**src/rtl/jump_redirect_ctrl.sv**
```systemverilog
// Jump target producer: latches a resolved JAL/JALR, registers base + offset and holds the redirect
// for fetch. Define JUMP_REDIRECT_MISALIGN_EN to trap targets that are not 4-byte aligned.
module jump_redirect_ctrl #(
   parameter int unsigned XLEN        = 32,
   parameter int unsigned LINK_OFFSET = 4
) (
   input  logic            CLK,
   input  logic            RST,
   input  logic            jump_valid,
   output logic            jump_ready,
   input  logic            j_sel,
   input  logic [XLEN-1:0] pc,
   input  logic [XLEN-1:0] imm,
   input  logic [XLEN-1:0] rs1_data,
   input  logic            flush,
   output logic            redirect_valid,
   input  logic            redirect_ready,
   output logic [XLEN-1:0] redirect_addr,
   output logic [XLEN-1:0] link_addr,
   output logic            busy,
   output logic            exc_valid,
   output logic [XLEN-1:0] exc_tval
);

   typedef logic [XLEN-1:0] word_t;

   typedef enum logic [1:0] {
      StIdle     = 2'd0,
      StCalc     = 2'd1,
      StRedirect = 2'd2
`ifdef JUMP_REDIRECT_MISALIGN_EN
      ,
      StFault    = 2'd3
`endif
   } state_t;

   state_t state_q;
   word_t  base_q;
   word_t  offset_q;
   logic   jsel_q;
   word_t  link_q;
   word_t  redir_q;
   word_t  sum;
   word_t  target;

   // Carry out of the add is discarded; JALR forces bit 0 low.
   assign sum    = base_q + offset_q;
   assign target = {sum[XLEN-1:1], sum[0] & jsel_q};

`ifdef JUMP_REDIRECT_MISALIGN_EN
   word_t tval_q;

   always_ff @(posedge CLK or posedge RST) begin
      if (RST) begin
         tval_q <= '0;
      end else if (!flush && state_q == StCalc && target[1]) begin
         tval_q <= target;
      end
   end

   assign exc_valid = (state_q == StFault);
   assign exc_tval  = tval_q;
`else
   assign exc_valid = 1'b0;
   assign exc_tval  = '0;
`endif

   always_ff @(posedge CLK or posedge RST) begin
      if (RST) begin
         state_q  <= StIdle;
         base_q   <= '0;
         offset_q <= '0;
         jsel_q   <= 1'b0;
         link_q   <= '0;
         redir_q  <= '0;
      end else if (flush) begin
         state_q <= StIdle;
      end else begin
         unique case (state_q)
            StIdle: begin
               if (jump_valid) begin
                  base_q   <= j_sel ? pc : rs1_data;
                  offset_q <= imm;
                  jsel_q   <= j_sel;
                  link_q   <= pc + word_t'(LINK_OFFSET);
                  state_q  <= StCalc;
               end
            end
            StCalc: begin
`ifdef JUMP_REDIRECT_MISALIGN_EN
               if (target[1]) begin
                  state_q <= StFault;
               end else begin
                  redir_q <= target;
                  state_q <= StRedirect;
               end
`else
               redir_q <= target;
               state_q <= StRedirect;
`endif
            end
            StRedirect: begin
               if (redirect_ready) begin
                  state_q <= StIdle;
               end
            end
`ifdef JUMP_REDIRECT_MISALIGN_EN
            StFault: begin
               state_q <= StIdle;
            end
`endif
            default: begin
               state_q <= StIdle;
            end
         endcase
      end
   end

   assign jump_ready     = (state_q == StIdle);
   assign busy           = (state_q != StIdle);
   assign redirect_valid = (state_q == StRedirect);
   assign redirect_addr  = redir_q;
   assign link_addr      = link_q;

endmodule
```
**config.mk**
```make
export PLATFORM = sky130hd
export DESIGN_NAME = jump_redirect_ctrl
export DESIGN_NICKNAME = d
export VERILOG_FILES = /design/src/rtl/jump_redirect_ctrl.sv
export SDC_FILE = /design/constraint.sdc
export NUM_CORES = 1
export LEC_CHECK = 0
export ABC_AREA = 0
export BUFFER_PORTS_ARGS = -buffer_cell sky130_fd_sc_hd__buf_4
export CAP_MARGIN = 20
export CORE_ASPECT_RATIO = 1.5
export CORE_UTILIZATION = 54
export DETAILED_ROUTE_END_ITERATION = 12
export PLACE_DENSITY = 0.92
export REMOVE_ABC_BUFFERS = 1
export SLEW_MARGIN = 20
export SYNTH_ARGS = -nofsm -noshare
export SYNTH_HDL_FRONTEND = slang
export SYNTH_SLANG_ARGS = --single-unit
```
**constraint.sdc**
```tcl
create_clock -name CLK -period 12.45 [get_ports CLK]
set_input_delay 1.8675 -clock CLK [delete_from_list [all_inputs] [get_ports CLK]]
set_output_delay 1.8675 -clock CLK [all_outputs]
set_load 0.01 [all_outputs]
```
==> results of run 1 <==
[kinds of logic after synthesis]
family	count (synthesis)	share of synthesized area (%)
muxes	70	9.88
and+or+nand+nor	224	13.9
buffers and inverters	77	5.76
adders and majority gates	33	5.56
xor gates and xnor gates	55	6.37
other	1	0.0496
DFF	131	43.3
AOI/OAI and AO/OA	199	15.2
[stage by stage]
step / util [%] / hold WS (ps) / cells / total power, W
floorplan: - / 471 / 757 / 0.00107
global placement: 64.6 / 454 / 1090 / 0.00131
detailed placement: 64.6 / 467 / 1090 / 0.00133
CTS: 68.5 / 480 / 1122 / 0.00178
global route: 68.5 / 512 / 1122 / 0.00189
finish: 68.5 / 469 / 1122 / 0.00178
[area by class of cell]
class	instances	area, µm²	share of cell area [%]
Multi-Input combinational cell	614	3980	42.7
Sequential cell	131	3280	35.2
Timing Repair Buffer	171	1290	13.8
Clock buffer	19	433	4.65
Tap cell	162	203	2.18
Clock inverter	13	87.6	0.940
Inverter	12	50.0	0.537
[cells in the final DEF, fill, tap and decap left out, drive strengths merged, types with 33 or more instances in the layout]
| master | instances |
|---|---|
| buf | 171 |
| dfrtp | 131 |
| o21ai | 52 |
| mux2i | 33 |
| mux2 | 37 |
| conb | 33 |
| xor2 | 37 |
| nand2 | 70 |
| nor2 | 82 |
| a21oi | 99 |
[worst max-delay path by stage]
stage	start	to	slack, ps	cells after the start
after detailed placement	flush	offset_q[21]$_DFFE_PP0P_	8340	5
final	flush	offset_q[26]$_DFFE_PP0P_	8980	5
after global routing	flush	offset_q[26]$_DFFE_PP0P_	8870	5
after floorplan	flush	jsel_q$_DFFE_PP0P_	4960	2
after CTS	flush	offset_q[21]$_DFFE_PP0P_	8770	5
after global placement	flush	offset_q[30]$_DFFE_PP0P_	8390	5
[report_power, final]
group / internal, W / switching, W
Combinational: 0.000326 / 0.000397
Sequential: 0.000541 / 0.0000718
Clock: 0.000253 / 0.000189
[routing by layer]
metal / part of all wire, % / wire (µm) / track usage (%) / vias to the layer above
met5: 0 / 0 / 0 / -
li1: - / - / - / 3030
met1: 41 / 7470 / 32.2 / 2974
met3: 4.6 / 849 / 5.47 / 47
met2: 51 / 9420 / 44.3 / 229
met4: 3.4 / 626 / 12.2 / 0
[worst max-delay path: stages]
cell and delay, ps:
buf_4 130, nor3b_4 150, buf_4 400, buf_6 680, mux2_2 420
[registers in the layout, indices dropped and copies added (netlist names)]
register,flops
base_q,32
jsel_q,1
link_addr,32
offset_q,32
redirect_addr,32
state_q,2
==> summary.md, run 1 <==
| Metric | Value |
|---|---|
| Outcome | `complete, no violations` |
| Clk root buf | `clkbuf_16` |
| Asr flop ratio synth | `100%` |
| Post-synthesis average cell area | `9.57 µm²` |
| DR iter-0 viols | `294` |
| Hold depth | `2` |
| Initial Util | `55.6%` |
| First-pass GRT wire length | `29800 µm` |
| Post-CTS Setup Repair Bufs | `0` |
| Core region area | `0.0136 mm²` |
| CP required | `12740 ps` |
| Crit Path Category | `in -> reg` |
| Fin crit share | `27.9%` |
| Mapped Cells | `790` |
| Global-route usage over all layers | `26.3%` |
| Arrival time at the worst endpoint | `3770 ps` |
| Ys Warns | `0` |
| Cts repair resizes | `0` |
| Min-delay src | `redirect_addr[0]$_DFFE_PP0P_` |
| # DRC | `0` |
| Synth top cells by count | `dfrtp_1, a21oi_1, nor2_1, nand2_1, o21ai_0` |
| Relative slew slack | `37.7%` |
| R2R Path End | `redirect_addr[28]$_DFFE_PP0P_` |
| Count leader, synth | `dfrtp_1` |
| Routed Wire Length | `18400 µm` |
| RSZ-0062 raised after global routing | `false` |
| CTS hold repair buffers | `0` |
| Area leader, netlist | `dfrtp_1` |
| Clock transition at the registers of the reported paths | `60 ps` |
| Final Hold Viols | `0` |
| Post-synth EDFFs | `0` |
| Synth Register Bits | `131` |
| Tightest Pin Transition | `935 ps` |
| Worst reg2reg path depth | `9` |
| Worst Hold End | `redirect_addr[0]$_DFFE_PP0P_` |
| Die width | `98.6 µm` |
| Row cnt | `52` |
| Vias in the first global route | `6289` |
| Setup tns final | `0 ps` |
| Leak pwr | `4.26 nW` |
| Filler cell count | `1055` |
| Final Max Slew Viols | `0` |
| Die area | `0.0145 mm²` |
| CP max FO | `121` |
| CTS tree | `done` |
| Fmax | `288 MHz` |
| Via Count | `6280` |
| Placed Area | `0.00879 mm²` |
| Antenna violations before repair | `0` |
| Pre-CTS WS | `8340 ps` |
| Detail Placement HPWL | `13600 µm` |
| Worst reg-to-reg setup slack | `9650 ps` |
| CTS Sinks | `131` |
| Die height | `147 µm` |
| Placer's final routability congestion estimate | `0.862` |
| DR vias/cell | `5.60` |
| R2r startpoint | `base_q[0]$_DFFE_PP0P_` |
| Htree depth | `4` |
| Clock Latency Late Sink | `410 ps` |
| GR Overflow Total | `0` |
| Ant. Diodes | `0` |
| Wirelength per Cell | `16.4 µm` |
| Final worst setup slack | `8980 ps` |
| Final setup violation count | `0` |
| Min Tclk post-route | `3470 ps` |
| Register area share after synthesis | `43.3%` |
| Largest net degree at the start of global routing | `122` |
| Top cell type's share of synthesized area | `43.3%` |
| P per Cell Area | `191 mW/mm²` |
| Startpoint types | `input port` |
| I/O Buffers | `168` |
| Maximum VDD drop | `0.101 mV` |
| Hold Path Class | `reg -> reg` |
| Yosys cell types | `59` |
| CTS Buf Count | `17` |
| Synth top area cells | `dfrtp_1, a21oi_1, mux2_2` |
| Routed Antenna Nets | `0` |
| Main synth FF type | `dfrtp_1` |
| Max Root-Sink Buffers | `2` |
| MaxCap Viol Count | `0` |
| Synth Cell Area | `0.00756 mm²` |
| First-pass DRT Iterations | `5` |
| Final net count | `1082` |
| Fin Clk Skew | `8.51 ps` |
| Layout cells sized above 1 | `26.7%` |
| Crit path capture type | `flip-flop` |
| Io pins | `202` |
| Final Cell Area | `0.00932 mm²` |
| Area Overhead vs Synth | `23.2%` |
(Power assumes the default switching activity.)
==> inputs of run 2 (changes only) <==
==> constraint.sdc (replaced) <==
create_clock -name CLK -period 3.4 [get_ports CLK]
set_input_delay 0.51 -clock CLK [delete_from_list [all_inputs] [get_ports CLK]]
set_output_delay 0.51 -clock CLK [all_outputs]
set_load 0.01 [all_outputs]
==> run 2 against run 1 <==
Against the previous run:
- final area is 0.75% higher
- register-to-register slack worse by 8900 ps
- die area stayed put
- cell count stayed put
- critical path type is now reg -> reg
- largest power group unchanged
==> summary.md, run 2 (synthesized netlist as in run 1, its figures left out) <==
| Metric | Value |
|---|---|
| Via Count | `6286` |
| CP max FO | `5` |
| P per Cell Area | `712 mW/mm²` |
| Layout cells sized above 1 | `26.6%` |
| Ant. Diodes | `0` |
| DR iter-0 viols | `295` |
| Maximum VDD drop | `0.383 mV` |
| Met3 global-route usage | `5.38%` |
| Arrival time at the worst endpoint | `2940 ps` |
| Final net count | `1082` |
| Antenna violations before repair | `0` |
| R2R Path End | `redirect_addr[28]$_DFFE_PP0P_` |
| Die area | `0.0145 mm²` |
| Clock Latency Late Sink | `420 ps` |
| Core region area | `0.0136 mm²` |
| Combinational power share | `39.6%` |
| Worst reg2reg path depth | `9` |
| First-pass GRT wire length | `29700 µm` |
| Min Tclk post-route | `2680 ps` |
| Final Cell Area | `0.00939 mm²` |
| Crit path capture type | `flip-flop` |
| Fmax | `373 MHz` |
| Startpoint types | `flip-flop` |
| Pre-CTS WS | `760 ps` |
| Internal cell power | `0.00431 W` |
| Leak pwr | `4.29 nW` |
| Die height | `147 µm` |
| Area Overhead vs Synth | `24.1%` |
| Io pins | `202` |
| Vias in the first global route | `6159` |
| Slowest stage delay, CP | `410 ps` |
| Detail Placement HPWL | `13400 µm` |
| Placer's final routability congestion estimate | `0.877` |
| Leading cell type in the layout, fill and taps excluded | `buf_4` |
| Final setup violation count | `0` |
| Seq pwr share | `33.6%` |
| First-pass DRT Iterations | `5` |
| I/O Buffers | `168` |
| Placed Area | `0.00880 mm²` |
| Most used cell, CP | `a21oi_1` |
| Critical path, cell by cell | `ha_1 -> fa_1 -> a21oi_1 -> o211ai_2 -> a21oi_1 -> o31ai_2 -> a41oi_1 -> xor2_1 -> o21ai_1` |
| M1 GR Usage | `31.2%` |
| Routed Wire Length | `18200 µm` |
| Final Hold Viols | `0` |
| Post-CTS Setup Repair Bufs | `0` |
| Hold Path Class | `in -> async` |
| Row cnt | `52` |
| Hold_ws | `269 ps` |
| Worst reg-to-reg setup slack | `720 ps` |
| Clk root buf | `clkbuf_16` |
| CP max-delay cell | `fa_1` |
| CTS Buf Count | `17` |
| Final worst setup slack | `718 ps` |
| Max Root-Sink Buffers | `2` |
| Crit Path Category | `reg -> reg` |
| Largest net degree at the start of global routing | `160` |
| CP required | `3660 ps` |
| R2r startpoint | `base_q[0]$_DFFE_PP0P_` |
| Initial Util | `55.6%` |
| Fin crit share | `78.9%` |
| DR vias/cell | `5.60` |
| Setup tns final | `0 ps` |
| CTS hold repair buffers | `0` |
| Htree depth | `4` |
| Sw frac | `35.6%` |
| Most frequent cells in the layout | `buf_4, dfrtp_1, a21oi_1, nor2_1, nand2_1` |
| Clock transition at the registers of the reported paths | `60 ps` |
| RSZ-0062 raised after global routing | `false` |
| GR Util met2 | `45.5%` |
| Cts repair resizes | `0` |
| Global-route usage over all layers | `26.1%` |
| MaxCap Viol Count | `0` |
| Routed Antenna Nets | `0` |
| CTS Sinks | `131` |
| Fin Clk Skew | `11.0 ps` |
| Final Max Slew Viols | `0` |
| Wirelength per Cell | `16.2 µm` |
| Switching power | `0.00238 W` |
| Outcome | `complete, no violations` |
| Tightest Pin Transition | `943 ps` |
| GRT busiest layer | `met2` |
| Final core occ | `69.0%` |
| Die width | `98.6 µm` |
| Clk network pwr share | `26.8%` |
| CTS tree | `done` |
| Relative slew slack | `37.1%` |
| GR Overflow Total | `0` |
| # DRC | `0` |
[run 2: final cells by class]
class / instances / area [µm²]
timing repair buffer: 171 / 1300
tap: 162 / 203
clock buffer: 23 / 478
inverter: 12 / 50.0
clock inverter: 9 / 104
sequential: 131 / 3280
fill: 1039 / 4210
multi-input combinational: 614 / 3980
[run 2: worst max-delay path by stage]
stage	startpoint	end	slack [ps]
after CTS	base_q[0]$_DFFE_PP0P_	redirect_addr[28]$_DFFE_PP0P_	710
final	base_q[0]$_DFFE_PP0P_	redirect_addr[28]$_DFFE_PP0P_	720
after floorplan	state_q[0]$_DFFE_PP0P_	jsel_q$_DFFE_PP0P_	-3020
after global routing	base_q[0]$_DFFE_PP0P_	redirect_addr[28]$_DFFE_PP0P_	560
after detailed placement	base_q[0]$_DFFE_PP0P_	redirect_addr[28]$_DFFE_PP0P_	760
after global placement	base_q[0]$_DFFE_PP0P_	redirect_addr[28]$_DFFE_PP0P_	850
[run 2: metrics by stage]
step | cells | total power (W)
floorplan | 757 | 0.00390
global placement | 1090 | 0.00478
detailed placement | 1090 | 0.00487
CTS | 1122 | 0.00671
global route | 1122 | 0.00709
finish | 1122 | 0.00668
[run 2: power groups by stage]
stage / registers (W) / clock network, W / logic [W]
6_report: 0.00224 / 0.00179 / 0.00265
2_1_floorplan: 0.00233 / 0 / 0.00157
3_5_place_dp: 0.00226 / 0 / 0.00261
3_3_place_gp: 0.00224 / 0 / 0.00255
5_1_grt: 0.00229 / 0.00188 / 0.00292
4_1_cts: 0.00224 / 0.00182 / 0.00264
[run 2: critical path: cells and delay by family (launching register included)]
kind,cells,cell delay (ps)
AO/OA/AOI/OAI,6,1320
XOR/XNOR,1,170
adder cells (fa/ha/maj),2,650
flip-flops,1,390
[run 2: metal layers]
metal / up-vias / wire length [µm]
met5: - / 0
met4: 0 / 572
met3: 46 / 923
met2: 221 / 9460
met1: 2975 / 7280
li1: 3044 / -
==> inputs of run 3 (changes only) <==
==> constraint.sdc (replaced) <==
create_clock -name CLK -period 2.59 [get_ports CLK]
set_input_delay 0.3885 -clock CLK [delete_from_list [all_inputs] [get_ports CLK]]
set_output_delay 0.3885 -clock CLK [all_outputs]
set_load 0.01 [all_outputs]
==> run 3 against run 2 <==
Against the previous run:
- final area up 1.9%
- routed wire length up 3.7%
- fmax up 11%
- first-iteration DRC count up 9.2%
- die area unchanged
- total power up 35%
==> summary.md, run 3 (synthesized netlist as in run 1, its figures left out) <==
| Metric | Value |
|---|---|
| GR Overflow Total | `0` |
| Final Max Slew Viols | `0` |
| Most frequent cells in the layout | `buf_4, dfrtp_1, a21oi_1, nor2_1, nand2_1` |
| Routed Wire Length | `18900 µm` |
| Startpoint types | `flip-flop` |
| I/O Buffers | `168` |
| Fin Clk Skew | `9.61 ps` |
| Final Cell Area | `0.00956 mm²` |
| Io pins | `202` |
| Area Overhead vs Synth | `26.5%` |
| DR iter-0 viols | `322` |
| Final net count | `1094` |
| CTS Sinks | `131` |
| Crit Path Category | `reg -> reg` |
| Core region area | `0.0136 mm²` |
| M1 GR Usage | `32.2%` |
| Antenna violations before repair | `1` |
| Leak pwr | `4.36 nW` |
| R2r startpoint | `offset_q[12]$_DFFE_PP0P_` |
| Outcome | `complete, no violations` |
| Row cnt | `52` |
| Tightest Pin Transition | `615 ps` |
| Arrival time at the worst endpoint | `2710 ps` |
| Global-route usage over all layers | `27.2%` |
| Min-delay src | `flush` |
| Leading cell type in the layout, fill and taps excluded | `buf_4` |
| Clock Latency Late Sink | `410 ps` |
| Storage cell area | `0.00328 mm²` |
| CTS Buf Count | `17` |
| Fin crit share | `93.7%` |
| Htree depth | `4` |
| Die height | `147 µm` |
| First-pass DRT Iterations | `5` |
| Layout cells sized above 1 | `28.4%` |
| Hold Path Class | `in -> reg` |
| MaxCap Viol Count | `0` |
| First-pass GRT wire length | `31000 µm` |
| DR vias/cell | `5.69` |
| Met3 global-route usage | `4.61%` |
| Placer's final routability congestion estimate | `0.855` |
| Crit path capture type | `flip-flop` |
| CP required | `2880 ps` |
| # DRC | `0` |
| GRT busiest layer | `met2` |
| Die area | `0.0145 mm²` |
| P per Cell Area | `944 mW/mm²` |
| Area of the multi-input gates | `0.00401 mm²` |
| Placed Cells | `1100` |
| Die width | `98.6 µm` |
| Non-filler cells, final | `1135` |
| Min Tclk post-route | `2430 ps` |
| CP max FO | `7` |
| Critical path launch point | `offset_q[12]$_DFFE_PP0P_` |
| Routed Antenna Nets | `0` |
| CTS tree | `done` |
| Final setup violation count | `0` |
| Initial Util | `55.6%` |
| Vias in the first global route | `6519` |
| Final Hold Viols | `0` |
| Filler cell count | `1020` |
| Largest net degree at the start of global routing | `115` |
| Fmax | `412 MHz` |
| Total power | `0.00903 W` |
| Relative slew slack | `59.0%` |
| Via Count | `6457` |
| Wirelength per Cell | `16.7 µm` |
| Placed Area | `0.00890 mm²` |
| RSZ-0062 raised after global routing | `false` |
| Clock transition at the registers of the reported paths | `60 ps` |
| Clk root buf | `clkbuf_16` |
| Max Root-Sink Buffers | `2` |
| Detail Placement HPWL | `14100 µm` |
| Final core occ | `70.3%` |
| Maximum VDD drop | `0.506 mV` |
| GR Util met2 | `47.5%` |
## run 3: through the flow
| step | hold WS, ps | setup TNS, ps | setup WS, ps |
|---|---|---|---|
| 2_1_floorplan | 452 | -523600 | -3830 |
| 3_3_place_gp | 357 | 0 | 64.0 |
| 3_5_place_dp | 362 | -82.6 | -82.6 |
| 4_1_cts | 164 | 0 | 64.3 |
| 5_1_grt | 170 | 0 | 1.86 |
| 6_report | 175 | 0 | 164 |
## run 3: routing by layer
layer  up-vias  wire length (µm)  share of wire (%)
li1       3062                 -                  -
met1      3117              7740                 41
met2       229              9660                 51
met3        49               763                4.0
met4         0               750                4.0
met5         -                 0                  0
## run 3: final timing paths
path	endpoint	slack [ps]	depth (start not counted)
worst max register to register	redirect_addr[25]$_DFFE_PP0P_	160	8
worst min-delay path	state_q[1]$_DFFE_PP0P_	170	2
min in group asynchronous	link_addr[2]$_DFFE_PP0P_	490	3
worst min register to register	redirect_addr[15]$_DFFE_PP0P_	470	2
max in group asynchronous	link_addr[11]$_DFFE_PP0P_	1450	4
worst max-delay path	redirect_addr[25]$_DFFE_PP0P_	160	8
## run 3: power breakdown
| group | switching, W | internal [W] |
|---|---|---|
| Clock | 0.000933 | 0.00153 |
| Combinational | 0.00198 | 0.00165 |
| Sequential | 0.000345 | 0.00260 |
| Total | 0.00326 | 0.00577 |
## run 3: repair_timing
item,4_1_cts,5_1_grt
hold endpoints to repair,26,0
endpoints found under the setup margin,1,11
gates resized for setup,2,6
setup buffers,0,1
pin swaps,0,3
gates cloned,0,0
hold buffers,1,0
## run 3: layout make-up
class / instances / share of cell area, %
Tap cell: 162 / 2.12
Timing Repair Buffer: 183 / 14.8
Antenna cell: 1 / 0.0262
Sequential cell: 131 / 34.3
Multi-Input combinational cell: 614 / 41.9
Clock buffer: 18 / 4.49
Clock inverter: 14 / 1.84
Inverter: 12 / 0.523
## run 3: worst max-delay path, cell delays in order, from the launching register on
cell and delay (ps):
dfrtp_1 380, ha_1 430, and2_1 190, nand3_1 110, or2_1 240, o31a_1 370, o21bai_4 230, nor2_1 80
a211o_1 270
